<file path="src/rtl/lif_pkg.sv">
// Shared definitions for the LIF neuron scheduler: FSM encoding and parameter defaults.
package lif_pkg;

  localparam int LIF_WIDTH          = 8;
  localparam int LIF_DEFAULT_THRESH = 230;

  typedef enum logic [1:0] {
    IDLE   = 2'd0,
    UPDATE = 2'd1,
    DONE   = 2'd2
  } lif_state_e;

endpackage : lif_pkg

</file>
<file path="src/rtl/lif_scheduler_if.sv">
// Operand/result bundle between the frame scheduler and the shared LIF update core.
interface lif_scheduler_if #(
  parameter int WIDTH = lif_pkg::LIF_WIDTH
);

  logic [WIDTH-1:0] cur;
  logic [WIDTH-1:0] state;
  logic [WIDTH-1:0] thresh;
  logic [WIDTH-1:0] next_state;
  logic             spike;

  modport master (output cur, state, thresh, input  next_state, spike);
  modport slave  (input  cur, state, thresh, output next_state, spike);

endinterface : lif_scheduler_if

</file>
<file path="src/rtl/lif_core.sv">
// Combinational leaky integrate-and-fire update for one neuron; shared by all neurons.
module lif_core
  import lif_pkg::*;
#(
  parameter int WIDTH = LIF_WIDTH
) (
  lif_scheduler_if.slave core_if
);

  // Two guard bits hold the worst-case sum of current plus the three leak taps.
  logic [WIDTH+1:0] sum;

  always_comb begin
    sum = {2'b00, core_if.cur}
        + {2'b00, core_if.state >> 1}
        + {2'b00, core_if.state >> 2}
        + {2'b00, core_if.state >> 3};
  end

  always_comb begin
    core_if.spike = (core_if.state >= core_if.thresh);
    if (core_if.spike) begin
      core_if.next_state = '0;
    end else if (|sum[WIDTH+1:WIDTH]) begin
      core_if.next_state = '1;
    end else begin
      core_if.next_state = sum[WIDTH-1:0];
    end
  end

endmodule : lif_core

</file>
<file path="src/rtl/lif_scheduler.sv">
// Time-multiplexed LIF neuron array: one neuron updated per cycle through a shared core,
// with programmable thresholds, registered state readback and per-frame spike flags.
module lif_scheduler
  import lif_pkg::*;
#(
  parameter int N_NEURONS      = 4,
  parameter int WIDTH          = LIF_WIDTH,
  parameter int DEFAULT_THRESH = LIF_DEFAULT_THRESH
) (
  input  logic                          clk,
  input  logic                          rst_n,
  input  logic                          start,
  input  logic [N_NEURONS*WIDTH-1:0]    current,
  input  logic                          cfg_we,
  input  logic [$clog2(N_NEURONS)-1:0]  cfg_addr,
  input  logic [WIDTH-1:0]              cfg_data,
  input  logic [$clog2(N_NEURONS)-1:0]  rd_addr,
  output logic [WIDTH-1:0]              rd_state,
  output logic [N_NEURONS-1:0]          spikes,
  output logic                          busy,
  output logic                          done
);

  localparam int AW = $clog2(N_NEURONS);

  lif_state_e           fsm_q,      fsm_d;
  logic [AW-1:0]        idx_q,      idx_d;
  logic [WIDTH-1:0]     state_q     [N_NEURONS];
  logic [WIDTH-1:0]     state_d     [N_NEURONS];
  logic [WIDTH-1:0]     thresh_q    [N_NEURONS];
  logic [WIDTH-1:0]     thresh_d    [N_NEURONS];
  logic [WIDTH-1:0]     thr_snap_q  [N_NEURONS];
  logic [WIDTH-1:0]     thr_snap_d  [N_NEURONS];
  logic [WIDTH-1:0]     cur_snap_q  [N_NEURONS];
  logic [WIDTH-1:0]     cur_snap_d  [N_NEURONS];
  logic [N_NEURONS-1:0] spikes_q,   spikes_d;
  logic                 busy_q,     busy_d;
  logic                 done_q,     done_d;
  logic [WIDTH-1:0]     rd_state_q, rd_state_d;

  logic cfg_in_range;
  logic rd_in_range;

  lif_scheduler_if #(.WIDTH(WIDTH)) core_if ();

  lif_core #(.WIDTH(WIDTH)) u_core (
    .core_if (core_if)
  );

  // Thresholds come from the copy taken at frame start, so a write that lands on the
  // accepting edge only affects the following frame.
  assign core_if.cur    = cur_snap_q[idx_q];
  assign core_if.state  = state_q[idx_q];
  assign core_if.thresh = thr_snap_q[idx_q];

  assign cfg_in_range = ({1'b0, cfg_addr} < (AW+1)'(N_NEURONS));
  assign rd_in_range  = ({1'b0, rd_addr}  < (AW+1)'(N_NEURONS));

  // NOTE: every _d gets its _q value first, so no path through this block leaves a
  // variable unassigned and no latch is inferred.
  always_comb begin
    fsm_d      = fsm_q;
    idx_d      = idx_q;
    state_d    = state_q;
    thresh_d   = thresh_q;
    thr_snap_d = thr_snap_q;
    cur_snap_d = cur_snap_q;
    spikes_d   = spikes_q;
    busy_d     = busy_q;
    done_d     = done_q;
    rd_state_d = rd_in_range ? state_q[rd_addr] : '0;

    unique case (fsm_q)
      IDLE: begin
        if (cfg_we && cfg_in_range) begin
          thresh_d[cfg_addr] = cfg_data;
        end
        if (start) begin
          fsm_d      = UPDATE;
          idx_d      = '0;
          busy_d     = 1'b1;
          thr_snap_d = thresh_q;
          for (int i = 0; i < N_NEURONS; i++) begin
            cur_snap_d[i] = current[i*WIDTH +: WIDTH];
          end
        end
      end
      UPDATE: begin
        state_d[idx_q]  = core_if.next_state;
        spikes_d[idx_q] = core_if.spike;
        if (idx_q == AW'(N_NEURONS-1)) begin
          fsm_d  = DONE;
          done_d = 1'b1;
        end else begin
          idx_d = idx_q + 1'b1;
        end
      end
      DONE: begin
        fsm_d  = IDLE;
        done_d = 1'b0;
        busy_d = 1'b0;
      end
      default: begin
        fsm_d  = IDLE;
        done_d = 1'b0;
        busy_d = 1'b0;
      end
    endcase
  end

  // NOTE: sequential state uses non-blocking assignments only, so every flop samples
  // pre-edge values regardless of statement order.
  always_ff @(posedge clk) begin
    if (!rst_n) begin
      fsm_q      <= IDLE;
      idx_q      <= '0;
      spikes_q   <= '0;
      busy_q     <= 1'b0;
      done_q     <= 1'b0;
      rd_state_q <= '0;
      // NOTE: the small register files are cleared explicitly because a reset frame
      // must start from zero membrane state and default thresholds.
      for (int i = 0; i < N_NEURONS; i++) begin
        state_q[i]    <= '0;
        thresh_q[i]   <= WIDTH'(DEFAULT_THRESH);
        thr_snap_q[i] <= WIDTH'(DEFAULT_THRESH);
        cur_snap_q[i] <= '0;
      end
    end else begin
      fsm_q      <= fsm_d;
      idx_q      <= idx_d;
      state_q    <= state_d;
      thresh_q   <= thresh_d;
      thr_snap_q <= thr_snap_d;
      cur_snap_q <= cur_snap_d;
      spikes_q   <= spikes_d;
      busy_q     <= busy_d;
      done_q     <= done_d;
      rd_state_q <= rd_state_d;
    end
  end

  assign rd_state = rd_state_q;
  assign spikes   = spikes_q;
  assign busy     = busy_q;
  assign done     = done_q;

endmodule : lif_scheduler

</file>
<file path="config.mk">
export PLATFORM = sky130hd
export DESIGN_NAME = lif_scheduler
export DESIGN_NICKNAME = d
export VERILOG_FILES = /design/src/rtl/lif_pkg.sv /design/src/rtl/lif_scheduler_if.sv /design/src/rtl/lif_core.sv /design/src/rtl/lif_scheduler.sv
export SDC_FILE = /design/constraint.sdc
export NUM_CORES = 1
export LEC_CHECK = 0
export CAP_MARGIN = 25
export CORE_UTILIZATION = 52
export CTS_BUF_LIST = sky130_fd_sc_hd__clkbuf_8 sky130_fd_sc_hd__clkbuf_16
export DETAILED_ROUTE_END_ITERATION = 16
export HOLD_SLACK_MARGIN = 0.08
export PLACE_DENSITY = 0.82
export SLEW_MARGIN = 5
export SYNTH_ARGS = -nofsm -noshare
export SYNTH_HDL_FRONTEND = slang
export SYNTH_HIERARCHICAL = 1
export SYNTH_SLANG_ARGS = --single-unit
export TNS_END_PERCENT = 50
</file>
<file path="constraint.sdc">
create_clock -name clk -period 4 [get_ports clk]
set_clock_uncertainty 0.2 [all_clocks]
set_input_delay 0.8 -clock clk [delete_from_list [all_inputs] [get_ports clk]]
set_output_delay 0.8 -clock clk [all_outputs]
set_load 0.02 [all_outputs]
</file>
# After elaboration in Yosys (flattened, before gate mapping)
# Index checks and enable logic that the tools add are counted.
# Widths: inputs -> output; s select.
dict set report totals {
  inputBits 48
  elab_cells 89
  reg_bits 146
  out_inout_bits 14
}
dict set report classes {
  n_bitwise 5
  n_mux 33
  eq_ne 5
  n_addsub 4
  reduce_logical 12
  magnitude_cmp 8
}
# cell count
set ops {}
lappend ops {{$mux 8} 12}
lappend ops {{$bmux 8 s2} 4}
lappend ops {{$bwmux 32} 2}
lappend ops {{$demux 8 s2} 2}
lappend ops {{$add 10x5->10} 1}
lappend ops {{$add 10x6->10} 1}
lappend ops {{$reduce_and 2->1} 5}
lappend ops {{$add 8x7->9} 1}
lappend ops {{$ge 3x3->1 const B} 3}
lappend ops {{$not 2->3} 3}
lappend ops {{$ge 8x8->1} 1}
lappend ops {{$mux 2} 4}
lappend ops {{$pmux 2 s2} 2}
lappend ops {{$lt 3x1->1 const B} 2}
lappend ops {{$ne 2x2->1 const B} 3}
lappend ops {{$bwmux 4} 1}
lappend ops {{$pmux 1 s2} 2}
lappend ops {{$logic_and 1x1->1} 3}
lappend ops {{$lt 2x3->1 const B} 1}
lappend ops {{$mux 1} 3}
lappend ops {{$reduce_and 3->1} 1}
lappend ops {{$add 2x1->2 const B} 1}
lappend ops {{$demux 1 s2} 1}
lappend ops {{$eq 2x1->1 const B} 1}
lappend ops {{other kinds (6)} 7}

# Longest topological paths before layout
# Gate-level depths: netlist of run 1.
dict set report logic_depth {
  ltp_word 11
  mapped_depth 17
  ltp_nobuf 15
}

# Modules after synthesis
# The synthesis of run 1 kept the hierarchy.
# module instances cells_each seq_area_each_um2 area_each_um2
set modules_own_cells {}
lappend modules_own_cells {lif_scheduler 1 605 2922.8 5972.0}
lappend modules_own_cells {lif_core 1 111 0.0 920.9}

# Least setup slack after synthesis of run 1
# OpenSTA, ideal clock, no wires.
dict set report synth_timing {
  path_type {reg2reg}
  start {register idx_q[0]}
  end {register state_q[1] (netlist bit)}
  stages_incl_launch_ff 18
  synth_period_minus_slack_ns 4.386
  t_arrival_ns 4.059
  path_buffers 2
  t_required_ns 3.672
  setup_slack_ns -0.386
  setup_ns 0.128
  cell_sequence {dfxtp_1 buf_4 buf_2 mux4_2 inv_1 fa_1 fa_1 inv_1 ha_1 inv_1 fa_1 nor2b_4 o31ai_2 a21oi_2 o31ai_4 a21oi_1 mux2i_1 nor2_1}
}
dict set report synth_via {
  elab_chain_cells 11
  elab_cells_between_ends 23
  classes_between {add/sub: 3; order compare: 3; mux: 14; bitwise: 1; reduce/logical: 2}
}
# item line
set synth_lines {}
lappend synth_lines {{start, declared} lif_scheduler.sv:27} ;# logic [AW-1:0] idx_q, idx_d;
lappend synth_lines {{start signal, assigned} lif_scheduler.sv:131} ;# idx_q <= idx_d;
lappend synth_lines {{$not 2->3 (not written as such) *} lif_scheduler.sv:53} ;# assign core_if.state = state_q[idx_q];
lappend synth_lines {{$bmux 8 s2 *} lif_scheduler.sv:53}
lappend synth_lines {{$mux 8 (not written as such) * (2 in a row)} lif_scheduler.sv:53}
lappend synth_lines {{named net core_if.state[3]} lif_scheduler_if.sv:7} ;# logic [WIDTH-1:0] state;
lappend synth_lines {{$add 8x7->9} lif_core.sv:15} ;# + {2'b00, core_if.state >> 1}
lappend synth_lines {{$add 10x6->10} lif_core.sv:16} ;# + {2'b00, core_if.state >> 2}
lappend synth_lines {{$add 10x5->10} lif_core.sv:17} ;# + {2'b00, core_if.state >> 3};
lappend synth_lines {{$reduce_or 2->1} lif_core.sv:24} ;# end else if (|sum[WIDTH+1:WIDTH]) begin
lappend synth_lines {{$mux 8} lif_core.sv:24}
lappend synth_lines {{$mux 8 *} lif_core.sv:22} ;# if (core_if.spike) begin
lappend synth_lines {{named net core_if.next_state[1]} lif_scheduler_if.sv:9} ;# logic [WIDTH-1:0] next_state;
lappend synth_lines {{$bwmux 32 *} lif_scheduler.sv:89} ;# state_d[idx_q] = core_if.next_state;
lappend synth_lines {{end signal, assigned} lif_scheduler.sv:132} ;# state_q <= state_d;
lappend synth_lines {{end, declared} lif_scheduler.sv:28} ;# logic [WIDTH-1:0] state_q [N_NEURONS];
# Mark *: on every way through the listed nets, which the timed path passes. The rest lies on a longest branch. The select of a mux whose other input is x is not followed.
# A chain may end at the register's enable or synchronous reset.

# Final worst setup path of run 1
dict set report layout_timing {
  start {register idx_q[0]}
  end {register state_q[29] (netlist bit)}
}
# Same word-level chain as after synthesis.

==> summary.txt, run 1 <==
Power and ir drop
  • Worst VDD drop: around 0.00031 V
  • Leak pwr: ~3.7 nW
  • Pwr Density: just over 400 nW/um^2
  • Total power: approximately 0.0035 W

STA
  • Setup TNS: -2.88 ns
  • Final setup violation count: 30
  • RSZ-0062 raised after global routing: yes
  • Min Tclk post-route: 4.13 ns
  • Relative slew slack: 0.201
  • Max Fclk: between 200 and 250 MHz
  • Final Worst Setup Slack: -0.133 ns
  • Tcrit/Tclk final: 1.03
  • Fin. max-slew vios: 0
  • Endpoints failing hold: 0
  • Worst slew pin tran: 1.20 ns

Drt
  • Vias: roughly 5.4k
  • WL final: 16100 microns
  • DRC viols: 0
  • DR iter-0 viols: 379
  • WL/cell: between 15 and 20 microns
  • Drt first pass iters: 5
  • Post-route ant nets: 0
  • Vias per cell: 5.57

Place
  • Hpwl dp: 10900 microns
  • RD Place Congestion: about 0.88
  • Port Buffer Count: 61
  • Worst slack, placed: -0.243 ns
  • Post-Place Cell Area: roughly 7800 sq um

Clock network
  • Hold buffers post-CTS: 0
  • Clk_lat worst skew: approximately 0.42 ns
  • CTS H-Tree Depth: 4
  • Clock buffer count from CTS: 17
  • Clk sinks: ~150
  • CTS max path bufs: 2
  • Clk root buf: clkbuf_16
  • Clock transition at path regs: about 0.060 ns
  • CTS tree: built

Yosys
  • Average size of a mapped cell: just under 10 sq um
  • Yosys warns: 6
  • Post-synthesis sequential area ratio: 0.424
  • Syn_nets: 799
  • Yosys cell types: between 40 and 50
  • Cell area after synthesis: around 6900 sq um
  • Synth Flop Type: dfxtp_1
  • Gate Count Post-Synth: approximately 720
  • Number of flops mapped to enable cells by yosys: 0
  • Synth Register Bits: ~150
  • Post-synth ARST share: 0

Die
  • Ports: a little over 60
  • Starting density of the core: 0.540
  • Die height: about 120 microns
  • Core area: between 10000 and 15000 sq um
  • Die W: about 120 microns
  • # rows: a little over 40
  • Die area: 13700 sq um

Worst setup path
  • Crit-path cells: buf_12 -> mux4_2 -> inv_2 -> fa_1 -> fa_1 -> inv_1 -> ha_2 -> inv_2 -> fa_2 -> nor2b_4 -> o31ai_4 -> a21oi_2 -> o31ai_4 -> buf_12 -> a21oi_4 -> mux2i_1 -> nor2_1
  • Critical R2R Launch: idx_q[0]
  • CP required: a little over 4 ns
  • Worst path slowest cell: mux4_2
  • CP arrival: around 4.2 ns
  • Largest delay share family, worst path: adder cells
  • Origin of the worst setup path: idx_q[0]
  • Critical Path Start Type: flop
  • CP bufs+invs: 5
  • CP endpoint kind: flop
  • Worst Path Max Fanout: 8
  • Worst path max stage delay: between 0.5 and 0.6 ns
  • Critical path class: flop to flop

Final layout
  • Most frequent cells in the layout: nand2_1, dfxtp_1, mux2i_1, clkdlybuf4s50_1, nor2_1
  • Most common cell after layout, fill and taps aside: nand2_1
  • Cell area after layout: 8470 sq um
  • Finished Core Util: 0.663
  • Area delta synth->final: 22.9%
  • Layout cells sized above 1: 0.167
  • Final #Nets: between 800 and 900
  • N_diodes: 0

GRT
  • GRT Overall Usage: 0.254
  • Grt ovf: 0
  • Vias in the first global route: 5405
  • First-pass GRT wire length: about 26000 microns
  • Initial antenna violation count: 0
  • Pin count of the biggest net entering global routing: 65

Outcome
  • Failing checks: setup timing
  • Status: finished with violations

Min path
  • Hold Startpoint: thr_snap_q[24]
  • HP Class: flop to flop

Run
  • Max-cap check violation count: 0
-- kinds of logic after synthesis --
| kind of cell | share of synthesized area |
|---|---|
| AND/OR/NAND/NOR | 0.170 |
| flip-flops | 0.424 |
| multiplexers | 0.196 |
| buffers and inverters | 0.0561 |
| AO/OA/AOI/OAI | 0.0744 |
| adder cells (fa/ha/maj) | 0.0755 |
| XOR/XNOR | 0.00381 |
-- power breakdown --
group | internal, W | switching [W]
sequential | 0.00151 | 0.0000360
combinational | 0.000254 | 0.000279
clock | 0.000845 | 0.000586
-- cells in the mapped netlist, types with 2 or more instances --
cell | number | share of area
nor2b_1 | 6 | 0.0054
mux4_2 | 32 | 0.10
o21ai_0 | 3 | 0.0022
buf_1 | 3 | 0.0016
buf_2 | 21 | 0.015
nand4_1 | 5 | 0.0045
nor2_1 | 56 | 0.030
ha_1 | 24 | 0.044
nand3_1 | 25 | 0.018
nand3b_1 | 4 | 0.0044
clkbuf_1 | 21 | 0.011
inv_1 | 36 | 0.020
o21a_1 | 2 | 0.0022
a21oi_1 | 57 | 0.041
nand2_1 | 147 | 0.080
and2_1 | 10 | 0.0091
fa_1 | 11 | 0.032
o31a_1 | 5 | 0.0064
buf_6 | 4 | 0.0065
a21o_1 | 3 | 0.0033
nand2b_1 | 4 | 0.0036
mux2i_1 | 63 | 0.091
dfxtp_1 | 146 | 0.42
xor2_1 | 2 | 0.0025
a21oi_2 | 4 | 0.0051
-- per-layer routing --
metal | wire, microns | part of all wire | vias up | GRT usage
met5 | 0 | 0 | - | 0
met3 | 877 | 0.054 | 34 | 0.0602
met2 | 8190 | 0.51 | 162 | 0.426
met1 | 6680 | 0.41 | 2616 | 0.310
li1 | - | - | 2547 | -
met4 | 352 | 0.022 | 0 | 0.122
-- state kept, by name, summed over array words and instances (netlist names) --
register and cells:
rd_state 8, busy 1, thr_snap_q 32, thresh_q 32, cur_snap_q 32, spikes 4
state_q 32, idx_q 2, done 1, fsm_q 2
-- per-stage QoR --
stage / std cells / hold slack [ns]
3_5_place_dp: 925 / 0.245
2_1_floorplan: 716 / 0.232
3_3_place_gp: 925 / 0.237
4_1_cts: 961 / 0.253
6_report: 962 / 0.254
5_1_grt: 962 / 0.274
-- worst min-delay path: stages (launching register included) --
cell and delay, ns:
dfxtp_1 0.31, nand2_1 0.05, a21oi_1 0.05
-- path summary, 6_finish.rpt --
kind / slack [ns] / depth (start not counted) / endpoint
worst min-delay path: 0.25 / 2 / thr_snap_q[24]
worst max-delay path: -0.13 / 17 / state_q[29]
worst max register to register: -0.13 / 17 / state_q[29]
worst min register to register: 0.25 / 2 / thr_snap_q[24]
-- area by class of cell --
class / instances / area, sq um
clock buffer: 21 / 480
clock inverter: 8 / 57.6
fill: 940 / 4300
inverter: 37 / 144
multi-input combinational: 483 / 3730
sequential: 146 / 2920
tap: 172 / 215
timing repair buffer: 95 / 920
-- what timing repair did --
item,in CTS,in global routing
endpoints found under the setup margin,32,32
pin swaps,13,11
gates resized for setup,12,5
setup buffers,7,2
(Power assumes the default switching activity.)
==> inputs of run 2 (changes only) <==
--- a/config.mk
+++ b/config.mk
@@ -10,7 +10,7 @@
 export CTS_BUF_LIST = sky130_fd_sc_hd__clkbuf_8 sky130_fd_sc_hd__clkbuf_16
 export DETAILED_ROUTE_END_ITERATION = 16
 export HOLD_SLACK_MARGIN = 0.08
-export PLACE_DENSITY = 0.82
+export PLACE_DENSITY = 0.84
 export SLEW_MARGIN = 5
 export SYNTH_ARGS = -nofsm -noshare
 export SYNTH_HDL_FRONTEND = slang
==> run 2 against run 1 <==
  * The run still ends with setup timing left
  * Sequential cell count is the same
  * Clock power grew 20%
  * Highest routed layer unchanged
  * Power grew 8.8%
  * Sequential power is essentially flat
  * Count of clock-buffer cells in the layout shrank 3
  * Via count grew 2.5%
==> summary.txt, run 2 (synthesized netlist as in run 1, its figures left out) <==
Outcome
  • Status: finished with violations
  • Failing checks: setup timing

Worst setup path
  • Critical Path Start Type: flop
  • Largest delay share family, worst path: adder cells
  • Critical path class: flop to flop
  • CP required: 4.09 ns (-0.02 ns)
  • CP endpoint kind: flop
  • CP bufs+invs: 6 (+1)
  • Origin of the worst setup path: idx_q[0]
  • Reg2reg setup slack: -0.22 ns (-0.09 ns)
  • Worst Path Max Fanout: 8 (unchanged)
  • Critical R2R Launch: idx_q[0]
  • Crit-path cells: buf_12 -> mux4_2 -> inv_4 -> buf_12 -> fa_1 -> fa_1 -> inv_2 -> ha_4 -> a211oi_2 -> o21ai_2 -> a211o_2 -> buf_6 -> o31ai_4 -> buf_6 -> a21oi_4 -> mux2i_1 -> nor2_1
  • CP arrival: 4.32 ns (+0.08 ns)
  • Worst path slowest cell: mux4_2
  • Worst path max stage delay: 0.56 ns (-0.02 ns)

Die
  • Die W: 117 microns (unchanged)
  • Starting density of the core: 0.540 (unchanged)
  • Core area: 12800 sq um (unchanged)
  • Ports: 62 (unchanged)
  • # rows: 41 (unchanged)
  • Die area: 13700 sq um (unchanged)
  • Die height: 117 microns (unchanged)

STA
  • Relative slew slack: 0.352 (+0.151)
  • Worst slew pin tran: 0.973 ns (-0.223 ns)
  • RSZ-0062 raised after global routing: yes
  • Hold Slack: 0.254 ns (-0.0000870 ns)
  • Final Worst Setup Slack: -0.223 ns (-0.0903 ns)
  • Fin. max-slew vios: 0 (unchanged)
  • Final setup violation count: 32 (+6.7%)
  • Endpoints failing hold: 0 (unchanged)
  • Tcrit/Tclk final: 1.06 (+0.0226)
  • Max Fclk: 237 MHz (-2.1%)
  • Min Tclk post-route: 4.22 ns (+0.0903 ns)

Drt
  • WL final: 16500 microns (+2.5%)
  • WL/cell: 16.9 microns (+1.2%)
  • Post-route ant nets: 0 (unchanged)
  • Vias: 5495 (+2.5%)
  • DR iter-0 viols: 343 (-9.5%)
  • Vias per cell: 5.64 (+1.2%)
  • DRC viols: 0 (unchanged)
  • Drt first pass iters: 7 (+2)

Place
  • RD Place Congestion: 0.829 (-5.4%)
  • Hpwl dp: 11100 microns (+2.1%)
  • Post-Place Cell Area: 7820 sq um (+0.77%)
  • Port Buffer Count: 61 (unchanged)
  • Inst Count DP: 933 (+0.86%)

Clock network
  • Clk root buf: clkbuf_16
  • Hold buffers post-CTS: 0 (unchanged)
  • CTS tree: built
  • Clk sinks: 146 (unchanged)
  • CTS H-Tree Depth: 4 (unchanged)
  • Clock buffer count from CTS: 17 (unchanged)
  • CTS max path bufs: 2 (unchanged)
  • Clock transition at path regs: 0.06 ns (about the same)
  • Clk_lat worst skew: 0.43 ns (about the same)

Final layout
  • Area delta synth->final: 25.1%
  • Final #Nets: 873 (+1.2%)
  • N_diodes: 0 (unchanged)
  • Layout cells sized above 1: 0.178 (+0.0110)
  • Filler Cells Inserted: 927 (-1.4%)
  • Most frequent cells in the layout: nand2_1, dfxtp_1, mux2i_1, clkdlybuf4s50_1, nor2_1
  • Final Non-Filler Cells: 975 (+1.4%)
  • Most common cell after layout, fill and taps aside: nand2_1
  • Cell area after layout: 8620 sq um (+1.8%)

Power and ir drop
  • Pwr Density: 443 nW/um^2 (+6.9%)
  • Leak pwr: 3.78 nW (+2.7%)
  • Worst VDD drop: 0.000349 V (+14%)

GRT
  • Vias in the first global route: 5807 (+7.4%)
  • Grt ovf: 0 (unchanged)
  • GRT Overall Usage: 0.263 (+0.00911)
  • Initial antenna violation count: 0 (unchanged)
  • Pin count of the biggest net entering global routing: 94 (+45%)
  • First-pass GRT wire length: 27300 microns (+5.4%)

Min path
  • Hold Startpoint: cur_snap_q[7]
  • HP Class: flop to flop

Run
  • Max-cap check violation count: 0 (unchanged)
run 2: cell type report:
class | instances | area [sq um] | share of cell area
clock buffers | 18 | 439 | 0.0509
clock inverters | 14 | 201 | 0.0234
inverters | 37 | 141 | 0.0164
multi-input cells | 483 | 3700 | 0.429
flip-flops and latches | 146 | 2930 | 0.339
well taps | 172 | 215 | 0.0250
repair buffers | 105 | 1000 | 0.116
run 2: path summary, 6_finish.rpt:
| path | end | cells after the start |
|---|---|---|
| min reg2reg | cur_snap_q[7] | 2 |
| max reg2reg | state_q[19] | 17 |
| max | state_q[19] | 17 |
| min | cur_snap_q[7] | 2 |
run 2: metal layers:
metal,vias to the layer above,routed length (microns),global-route usage
met4,0,379,0.127
li1,2569,-,-
met3,46,826,0.0613
met2,177,8690,0.473
met1,2703,6610,0.294
met5,-,0,0
run 2: report_power, final:
part / switching, W / internal [W]
sequential: 0.0000367 / 0.00151
combinational: 0.000288 / 0.000266
clock: 0.000649 / 0.00107
total: 0.000973 / 0.00285
run 2: timing repair:
action | 4_1_cts | 5_1_grt
setup buffers | 7 | 3
resized for setup | 12 | 2
hold endpoints to repair | 0 | 0
cloned | 0 | 0
setup endpoints to repair | 32 | 32
pin swaps | 10 | 13
run 2: metrics by stage:
step / setup TNS, ns / worst slack, ns / util / power (W)
4_1_cts: -4.71 / -0.187 / 0.672 / 0.00382
6_report: -6.19 / -0.223 / 0.675 / 0.00382
3_3_place_gp: -3.72 / -0.142 / 0.612 / 0.00205
3_5_place_dp: -7.69 / -0.312 / 0.612 / 0.00208
5_1_grt: -10.32 / -0.349 / 0.675 / 0.00396
2_1_floorplan: -2.14 / -0.0764 / - / 0.00191
run 2: worst register-to-register path: cells and delay by family, from the launching register on:
| kind | cells | cell delay, ns |
|---|---|---|
| simple gates | 1 | 0.07 |
| buf+inv | 6 | 0.70 |
| mux | 2 | 0.73 |
| flops | 1 | 0.37 |
| compound gates | 5 | 0.85 |
| fa+ha+maj | 3 | 1.20 |
